## config.mk

```make
export PLATFORM = sky130hd
export DESIGN_NAME = hazard_ctrl
export DESIGN_NICKNAME = d
export VERILOG_FILES = /design/src/rtl/rv_pipe_pkg.sv /design/src/rtl/fwd_sel.sv /design/src/rtl/hazard_ctrl.sv
export SDC_FILE = /design/constraint.sdc
export NUM_CORES = 1
export LEC_CHECK = 0
export CORE_MARGIN = 2
export CORE_UTILIZATION = 31
export DETAILED_ROUTE_END_ITERATION = 10
export GPL_TIMING_DRIVEN = 0
export PLACE_DENSITY = 0.85
export SLEW_MARGIN = 20
export SYNTH_ARGS = -nofsm -noshare
export SYNTH_HDL_FRONTEND = slang
export SYNTH_HIERARCHICAL = 1
export SYNTH_SLANG_ARGS = --single-unit
```

## constraint.sdc

```tcl
create_clock -name CLK -period 1.7 [get_ports CLK]
set_input_delay 0.34 -clock CLK [delete_from_list [all_inputs] [get_ports CLK]]
set_output_delay 0.34 -clock CLK [all_outputs]
set_load 0.02 [all_outputs]
```

## src/rtl/rv_pipe_pkg.sv

```systemverilog
// Shared pipeline definitions: hazard FSM states, forward-select codes, register-index width.
package rv_pipe_pkg;

  localparam int unsigned REG_W = 5;

  // Operand source selects for the EX-stage ALU inputs.
  localparam logic [1:0] FWD_RF = 2'b00;
  localparam logic [1:0] FWD_EM = 2'b01;
  localparam logic [1:0] FWD_MW = 2'b10;

  typedef enum logic [1:0] {
    StRun    = 2'd0,
    StLuWait = 2'd1,
    StHalt   = 2'd2
  } hz_state_e;

endpackage

```

## src/rtl/fwd_sel.sv

```systemverilog
// Forwarding select for one EX operand: MEM-stage ALU result beats WB data beats regfile.
module fwd_sel
  import rv_pipe_pkg::*;
(
  input  logic [REG_W-1:0] rs_i,
  input  logic [REG_W-1:0] rd_em_i,
  input  logic             regwrite_em_i,
  input  logic [1:0]       memread_em_i,
  input  logic [REG_W-1:0] rd_mw_i,
  input  logic             regwrite_mw_i,
  output logic [1:0]       sel_o
);

  // A load in MEM has no data yet, so it is never a forwarding source.
  always_comb begin
    sel_o = FWD_RF;
    if (regwrite_em_i && (memread_em_i == 2'b00) && (rd_em_i != '0) && (rd_em_i == rs_i)) begin
      sel_o = FWD_EM;
    end else if (regwrite_mw_i && (rd_mw_i != '0) && (rd_mw_i == rs_i)) begin
      sel_o = FWD_MW;
    end
  end

endmodule

```

## src/rtl/hazard_ctrl.sv

```systemverilog
// Hazard controller for the 5-stage RV32I pipeline: forwarding selects, load-use bubbles,
// taken-branch flushes and debug halt. Define HAZARD_PERF_EN to add stall/flush counters.
module hazard_ctrl
  import rv_pipe_pkg::*;
#(
  parameter int unsigned LOAD_LAT = 1,
  parameter int unsigned CNT_W    = 32
) (
  input  logic             CLK,
  input  logic             RST,
  input  logic [REG_W-1:0] RS1_FD,
  input  logic [REG_W-1:0] RS2_FD,
  input  logic             RS1_USE_FD,
  input  logic             RS2_USE_FD,
  input  logic [REG_W-1:0] RS1_DE,
  input  logic [REG_W-1:0] RS2_DE,
  input  logic [REG_W-1:0] RD_DE,
  input  logic             RegWrite_DE,
  input  logic [1:0]       MemRead_DE,
  input  logic [REG_W-1:0] RD_EM,
  input  logic             RegWrite_EM,
  input  logic [1:0]       MemRead_EM,
  input  logic [REG_W-1:0] RD_MW,
  input  logic             RegWrite_MW,
  input  logic             BR_TAKEN_E,
  input  logic             HALT_REQ,
  output logic             stall_FD,
  output logic             stall_DE,
  output logic             flush_FD,
  output logic             flush_DE,
  output logic             PC_STALL,
  output logic [1:0]       FWD_A_E,
  output logic [1:0]       FWD_B_E,
  output logic             HALTED
`ifdef HAZARD_PERF_EN
  ,
  output logic [CNT_W-1:0] STALL_CNT,
  output logic [CNT_W-1:0] FLUSH_CNT
`endif
);

  // Remaining LU_WAIT cycles after the first bubble, minus one.
  localparam logic [1:0] LuInit = (LOAD_LAT > 1) ? 2'(LOAD_LAT - 2) : 2'd0;

  hz_state_e  state_q, state_d;
  logic [1:0] lu_cnt_q, lu_cnt_d;
  logic       load_use;
  logic       bubble;   // hold IF/ID + PC, bubble ID/EX
  logic       br_flush;
  logic       halted;

  fwd_sel u_fwd_a (
    .rs_i          (RS1_DE),
    .rd_em_i       (RD_EM),
    .regwrite_em_i (RegWrite_EM),
    .memread_em_i  (MemRead_EM),
    .rd_mw_i       (RD_MW),
    .regwrite_mw_i (RegWrite_MW),
    .sel_o         (FWD_A_E)
  );

  fwd_sel u_fwd_b (
    .rs_i          (RS2_DE),
    .rd_em_i       (RD_EM),
    .regwrite_em_i (RegWrite_EM),
    .memread_em_i  (MemRead_EM),
    .rd_mw_i       (RD_MW),
    .regwrite_mw_i (RegWrite_MW),
    .sel_o         (FWD_B_E)
  );

  // Load in EX whose destination is read by the instruction in ID.
  always_comb begin
    load_use = (MemRead_DE != 2'b00) && RegWrite_DE && (RD_DE != '0) &&
               ((RS1_USE_FD && (RS1_FD == RD_DE)) || (RS2_USE_FD && (RS2_FD == RD_DE)));
  end

  // Next state and pipeline controls; a taken branch overrides every state.
  always_comb begin
    state_d  = state_q;
    lu_cnt_d = lu_cnt_q;
    bubble   = 1'b0;
    br_flush = 1'b0;
    halted   = 1'b0;
    if (BR_TAKEN_E) begin
      br_flush = 1'b1;
      state_d  = StRun;
      lu_cnt_d = 2'd0;
    end else begin
      unique case (state_q)
        StRun: begin
          if (load_use) begin
            bubble = 1'b1;
            if (LOAD_LAT > 1) begin
              state_d  = StLuWait;
              lu_cnt_d = LuInit;
            end
          end else if (HALT_REQ) begin
            bubble  = 1'b1;
            state_d = StHalt;
          end
        end
        StLuWait: begin
          bubble = 1'b1;
          if (lu_cnt_q == 2'd0) begin
            state_d = StRun;
          end else begin
            lu_cnt_d = lu_cnt_q - 2'd1;
          end
        end
        StHalt: begin
          // Release cycle is bubble-free: the pipeline is already drained.
          if (HALT_REQ) begin
            bubble = 1'b1;
            halted = 1'b1;
          end else begin
            state_d = StRun;
          end
        end
        default: begin
          state_d  = StRun;
          lu_cnt_d = 2'd0;
        end
      endcase
    end
  end

  // Output drive; ID/EX is never held since that would re-execute its instruction.
  always_comb begin
    stall_FD = bubble;
    PC_STALL = bubble;
    stall_DE = 1'b0;
    flush_FD = br_flush;
    flush_DE = bubble | br_flush;
    HALTED   = halted;
  end

  // FSM state register.
  always_ff @(posedge CLK or posedge RST) begin
    if (RST) begin
      state_q  <= StRun;
      lu_cnt_q <= 2'd0;
    end else begin
      state_q  <= state_d;
      lu_cnt_q <= lu_cnt_d;
    end
  end

`ifdef HAZARD_PERF_EN
  logic [CNT_W-1:0] stall_cnt_q, flush_cnt_q;

  // Saturating stall/flush event counters.
  always_ff @(posedge CLK or posedge RST) begin
    if (RST) begin
      stall_cnt_q <= '0;
      flush_cnt_q <= '0;
    end else begin
      if (stall_FD && (stall_cnt_q != '1)) stall_cnt_q <= stall_cnt_q + CNT_W'(1);
      if (flush_FD && (flush_cnt_q != '1)) flush_cnt_q <= flush_cnt_q + CNT_W'(1);
    end
  end

  assign STALL_CNT = stall_cnt_q;
  assign FLUSH_CNT = flush_cnt_q;
`endif

endmodule
```

==> results of run 1 <==
-- report_power, final --
group | switching, mW | internal, mW | leakage (nW) | total, mW
clock network | 0 | 0 | 0 | 0
logic | 0.143 | 0.168 | 0.539 | 0.311
registers | 0.000296 | 0.0255 | 0.0129 | 0.0258
-- Yosys cell counts (2+ instances only) --
cell,count
o2111ai_1,2
nor4_1,2
o41ai_2,2
xnor2_1,26
a211oi_2,2
buf_4,3
nor3_2,2
and2_1,2
nand3_1,4
inv_1,3
a21oi_1,2
nor2_1,6
nand2_1,7
nor3_1,3
-- per-layer routing --
metal,global-route usage,vias up,part of all wire
met4,0.02222,0,0.021
met3,0.01154,8,0.035
li1,-,381,-
met2,0.3945,22,0.57
met5,0,-,0
met1,0.2546,359,0.37
-- per-stage QoR --
stage          hold slack [ns]  utilization
2_1_floorplan          0.06871            -
3_3_place_gp            0.4808       0.6710
3_5_place_dp            0.4828       0.6710
4_1_cts                 0.4817       0.6986
5_1_grt                 0.5208       0.7341
6_report                0.4805       0.7341
-- logic make-up (layout without fill, tap and decap cells) --
| kind of cell | Yosys count | in the layout | synth area share |
|---|---|---|---|
| simple gates | 29 | 29 | 0.2715 |
| xor+xnor | 26 | 26 | 0.4018 |
| compound gates | 12 | 12 | 0.2163 |
| buf+inv | 6 | 65 | 0.05960 |
| other cells | 1 | 1 | 0.006616 |
| flops | 1 | 1 | 0.04414 |
-- layout make-up --
cell class | count | share of cell area
plain buffers | 2 | 0.01185
inverters | 3 | 0.008884
multi-input cells | 68 | 0.5587
flip-flops and latches | 1 | 0.01974
well taps | 25 | 0.02468
repair buffers | 60 | 0.3761
-- worst max-delay path by stage --
stage / start / cells past startpoint / end / slack, ns
floorplan: RD_EM[1] / 3 / FWD_A_E[1] / 0.12
detailed placement: RD_DE[4] / 7 / stall_FD / -0.92
global placement: RD_DE[1] / 7 / stall_FD / -0.90
finish: RD_DE[4] / 7 / flush_DE / -0.003
global route: RD_EM[4] / 6 / FWD_B_E[1] / -0.04
CTS: RS2_DE[2] / 6 / FWD_B_E[1] / 0.005
-- repair_timing --
action | 4_1_cts | 5_1_grt
setup buffers | 3 | 1
pin swaps | 39 | 26
setup endpoints to repair | 9 | 6
resized for setup | 183 | 47
endpoints found under the hold margin | 0 | 0
==> metrics.md, run 1 <==
| Metric | Value |
|---|---|
| Layout cells sized above 1 | `0.5672` |
| Max reg flops | `1` |
| Yosys warns | `6` |
| Fmax | `587.3 MHz` |
| Largest reg by FF count | `state_q` |
| CP Capture Type | `output port` |
| Reg2Reg Depth | `5` |
| RSZ-0062 raised after global routing | `true` |
| Dpl cell area | `1159 um2` |
| Final Cycle Share | `1.002` |
| Most area-hungry cell type in the Yosys netlist | `xnor2_1` |
| Vias/cell | `4.843` |
| Cell area after layout | `1267 um2` |
| Io pins | `58` |
| Biggest regs | `state_q (1)` |
| Worst Path Buf+Inv | `3` |
| Synth Flop Type | `dfrtp_1` |
| Fill cell count | `134` |
| Vias in the first global route | `696` |
| Commonest non-fill, non-tap cell in the layout | `buf_2` |
| DR iter-0 viols | `8` |
| Fin. max-slew vios | `0` |
| Crit path arrival time | `1.36 ns` |
| Antenna Cells | `0` |
| Final worst setup slack | `-0.002744 ns` |
| Final Skew | `0 ns` |
| Multi-input gate area | `708.2 um2` |
| Failing checks | `negative setup slack` |
| FP Rows | `15` |
| Slowest cell on crit path | `a211o_1` |
| Gr usage total | `0.2044` |
| Die width | `46.76 um` |
| Layout overhead on the synthesized area | `123.6%` |
| Total power | `0.3364 mW` |
| Nets | `184` |
| Routed Antenna Nets | `0` |
| Top cells by area, synth | `xnor2_1 40%, o41ai_2 5.7%, nand2_1 4.6%` |
| Register area | `25.02 um2` |
| Capture point of the worst reg-to-reg path | `state_q[1]` |
| Post-Place Cells | `156` |
| Die area | `2187 um2` |
| Worst-path fanout max | `3` |
| Syn Nets | `123` |
| Initial antenna violation count | `0` |
| Critical path class | `in -> out` |
| Max_cap viols | `0` |
| TritonRoute pass-1 iters | `4` |
| Port Buffers | `56` |
| Synth async-reset ratio | `1.000` |
| Wire length of the first global-routing pass | `3215 um` |
| Largest net degree at the start of global routing | `5` |
| Gp weighted congestion | `0.7866` |
| Hold Path Class | `in -> async` |
| RR Startpoint | `state_q[1]` |
| Status | `finished with violations` |
| Placement Setup Slack | `-0.9238 ns` |
| DRC | `0` |
| Maximum VDD drop | `0.1674 mV` |
| Distinct cells, synth | `23` |
| CP cell instances | `buf_8, xnor2_2, nand4_1, o22ai_2, buf_4, a211o_1, buf_6` |
| Worst skew pair latency | `0 ns` |
| Register bit count reported by yosys | `1` |
| Worst EP required | `1.36 ns` |
| Post-synth EDFFs | `0` |
| Via count | `770` |
| Worst-path clk slew | `0 ns` |
| Final std cells w/o fill | `159` |
| Area of the core | `1727 um2` |
| Syn Inst Count | `75` |
| FF-to-FF setup slack | `0.73 ns` |
| Wirelength per Cell | `15.42 um` |
| Post-synth top area share | `0.4018` |
| Commonest non-fill, non-tap cells in the layout | `17 x buf_2, 13 x xnor2_1, 13 x dlygate4sd2_1` |
| Drt total wl | `2451 um` |
| Initial Util | `0.3283` |
| Final min period | `1.703 ns` |
| Family with the most delay on the worst path | `compound AO/OA/AOI/OAI gates` |
| Die H | `46.76 um` |
| CTS Hold Bufs | `0` |
| Register area share after synthesis | `0.04415` |
| PwrDens | `265.4 nW/um2` |
| Leakage | `0.5520 nW` |
| Syn Area/Cell | `7.557 um2` |
| Synthesized cell area | `566.8 um2` |
| Total gr overflow | `0` |
| DP HPWL | `1898 um` |
| Hold violation total from the final report | `0` |
| CP max stage delay | `0.29 ns` |
| Setup TNS | `-0.002744 ns` |
| Final setup fails | `1` |
| Critical path launch point type | `input pin` |
(Power assumes the default switching activity.)
==> run 2, diff against run 1 <==
- PLACE_DENSITY: 0.85 -> 0.89
==> metrics.md, run 2 (synthesized netlist as in run 1, its figures left out) <==
| Metric | Value |
|---|---|
| Status | `finished with violations` |
| Failing checks | `negative setup slack` |
| Worst-path fanout max | `3 (unchanged)` |
| Cell area after layout | `1230 um2 (-3.0%)` |
| DR iter-0 viols | `17 (+9)` |
| Initial Util | `0.3283 (unchanged)` |
| Die H | `46.76 um (unchanged)` |
| Worst Path Buf+Inv | `3 (unchanged)` |
| Die area | `2187 um2 (unchanged)` |
| Post-Place Cells | `156 (unchanged)` |
| FF-to-FF setup slack | `0.82 ns (+0.09 ns)` |
| Gr usage total | `0.2359 (+0.03151)` |
| Port Buffers | `56 (unchanged)` |
| Via count | `781 (+1.4%)` |
| Area of the core | `1727 um2 (unchanged)` |
| Total power | `0.3316 mW (-1.4%)` |
| Vias/cell | `5.006 (+3.4%)` |
| Crit path top cell by count | `buf_6` |
| Worst hold margin | `0.4854 ns (+0.004867 ns)` |
| Worst-path clk slew | `0 ns (unchanged)` |
| Maximum VDD drop | `0.2035 mV (+22%)` |
| Levels on crit path | `7 (unchanged)` |
| DP HPWL | `2010 um (+5.9%)` |
| PwrDens | `269.6 nW/um2 (+1.6%)` |
| Crit path arrival time | `1.39 ns (+0.03 ns)` |
| Layout cells sized above 1 | `0.6107 (+0.04352)` |
| Final setup fails | `2 (+1)` |
| TritonRoute pass-1 iters | `5 (+1)` |
| CP cell instances | `buf_2, xnor2_2, nand2_1, o22ai_2, a31o_2, buf_6, buf_6` |
| Critical path launch point type | `input pin` |
| CP max stage delay | `0.23 ns (-0.06 ns)` |
| Total gr overflow | `0 (unchanged)` |
| Commonest non-fill, non-tap cell in the layout | `buf_2` |
| Fin. max-slew vios | `0 (unchanged)` |
| Layout overhead on the synthesized area | `117.0%` |
| DRC | `0 (unchanged)` |
| Worst skew pair latency | `0 ns (unchanged)` |
| Nets | `181 (-1.6%)` |
| Setup TNS | `-0.02786 ns (-0.02511 ns)` |
| Max reg flops | `1 (unchanged)` |
| Dpl cell area | `1159 um2 (unchanged)` |
| Worst EP required | `1.36 ns (about the same)` |
| RR Startpoint | `state_q[1]` |
| Hold violation total from the final report | `0 (unchanged)` |
| RSZ-0062 raised after global routing | `true` |
| Vias in the first global route | `852 (+22%)` |
| Routed Antenna Nets | `0 (unchanged)` |
| Initial antenna violation count | `0 (unchanged)` |
| Leakage | `0.5393 nW (-2.3%)` |
| Gp weighted congestion | `0.8034 (+2.1%)` |
| Commonest non-fill, non-tap cells in the layout | `21 x buf_2, 16 x xnor2_2, 14 x dlygate4sd2_1` |
| Total setup buffers inserted after CTS | `0 (-3)` |
| Antenna Cells | `0 (unchanged)` |
| Hold Path Class | `in -> async` |
| CP Capture Type | `output port` |
| Fmax | `579.3 MHz (-1.4%)` |
| Final min period | `1.726 ns (+0.02341 ns)` |
| Family with the most delay on the worst path | `compound AO/OA/AOI/OAI gates` |
| Final std cells w/o fill | `156 (-1.9%)` |
| CP endpoint | `stall_FD` |
| Biggest regs | `state_q (1)` |
| Max_cap viols | `0 (unchanged)` |
| Die width | `46.76 um (unchanged)` |
| Slowest cell on crit path | `o22ai_2` |
| Wire length of the first global-routing pass | `3795 um (+18%)` |
| Layout Utilization | `0.7123 (-0.02174)` |
| Placement Setup Slack | `-0.9314 ns (-0.007646 ns)` |
| Critical path class | `in -> out` |
| Largest reg by FF count | `state_q` |
| Largest net degree at the start of global routing | `5 (unchanged)` |
| Final Skew | `0 ns (unchanged)` |
| Crit. Startpoint | `RD_DE[0]` |
| Drt total wl | `2660 um (+8.5%)` |
| Final Cycle Share | `1.015 (+0.01377)` |
| Capture point of the worst reg-to-reg path | `state_q[1]` |
| Io pins | `58 (unchanged)` |
| Final worst setup slack | `-0.02616 ns (-0.02341 ns)` |
| Wirelength per Cell | `17.05 um (+11%)` |
| Reg2Reg Depth | `4 (-1)` |
| FP Rows | `15 (unchanged)` |
==> run 2: cell count changes in the layout (fill, tap and decap cells not counted), sizes merged <==
cell | previous run | this run
clkdlybuf4s15 | 3 | 2
buf | 38 | 32
clkbuf | 6 | 9
dlygate4sd2 | 13 | 14
==> run 2: metal layers <==
metal,share of wire,track usage,routed length [um],vias to the layer above
met3,0.042,0.02308,112,8
met4,0.024,0.1000,63,0
met1,0.37,0.2807,985,373
met5,0,0,0,-
li1,-,-,-,373
met2,0.56,0.4274,1499,27
==> run 2: repair_timing <==
action | CTS | global route
endpoints found under the setup margin | 9 | 7
hold buffers | 0 | 0
gates resized for setup | 164 | 50
pin swaps | 34 | 30
==> run 2: area by class of cell <==
| cell class | count | area (um2) |
|---|---|---|
| repair buffers | 56 | 396.6 |
| multi-input cells | 68 | 739.5 |
| inverters | 3 | 11.26 |
| well taps | 25 | 31.28 |
| plain buffers | 3 | 26.28 |
| fillers | 134 | 496.7 |
| flip-flops and latches | 1 | 25.02 |
==> run 2: worst min path at each step <==
stage,start,to
floorplan,RST,state_q[1]
global placement,RST,state_q[1]
detailed placement,RST,state_q[1]
CTS,RST,state_q[1]
global route,RST,state_q[1]
finish,RST,state_q[1]
==> run 2: power breakdown <==
| group | internal, mW | switching, mW |
|---|---|---|
| clock network | 0 | 0 |
| registers | 0.0255 | 0.000324 |
| logic | 0.156 | 0.150 |
| total | 0.181 | 0.150 |
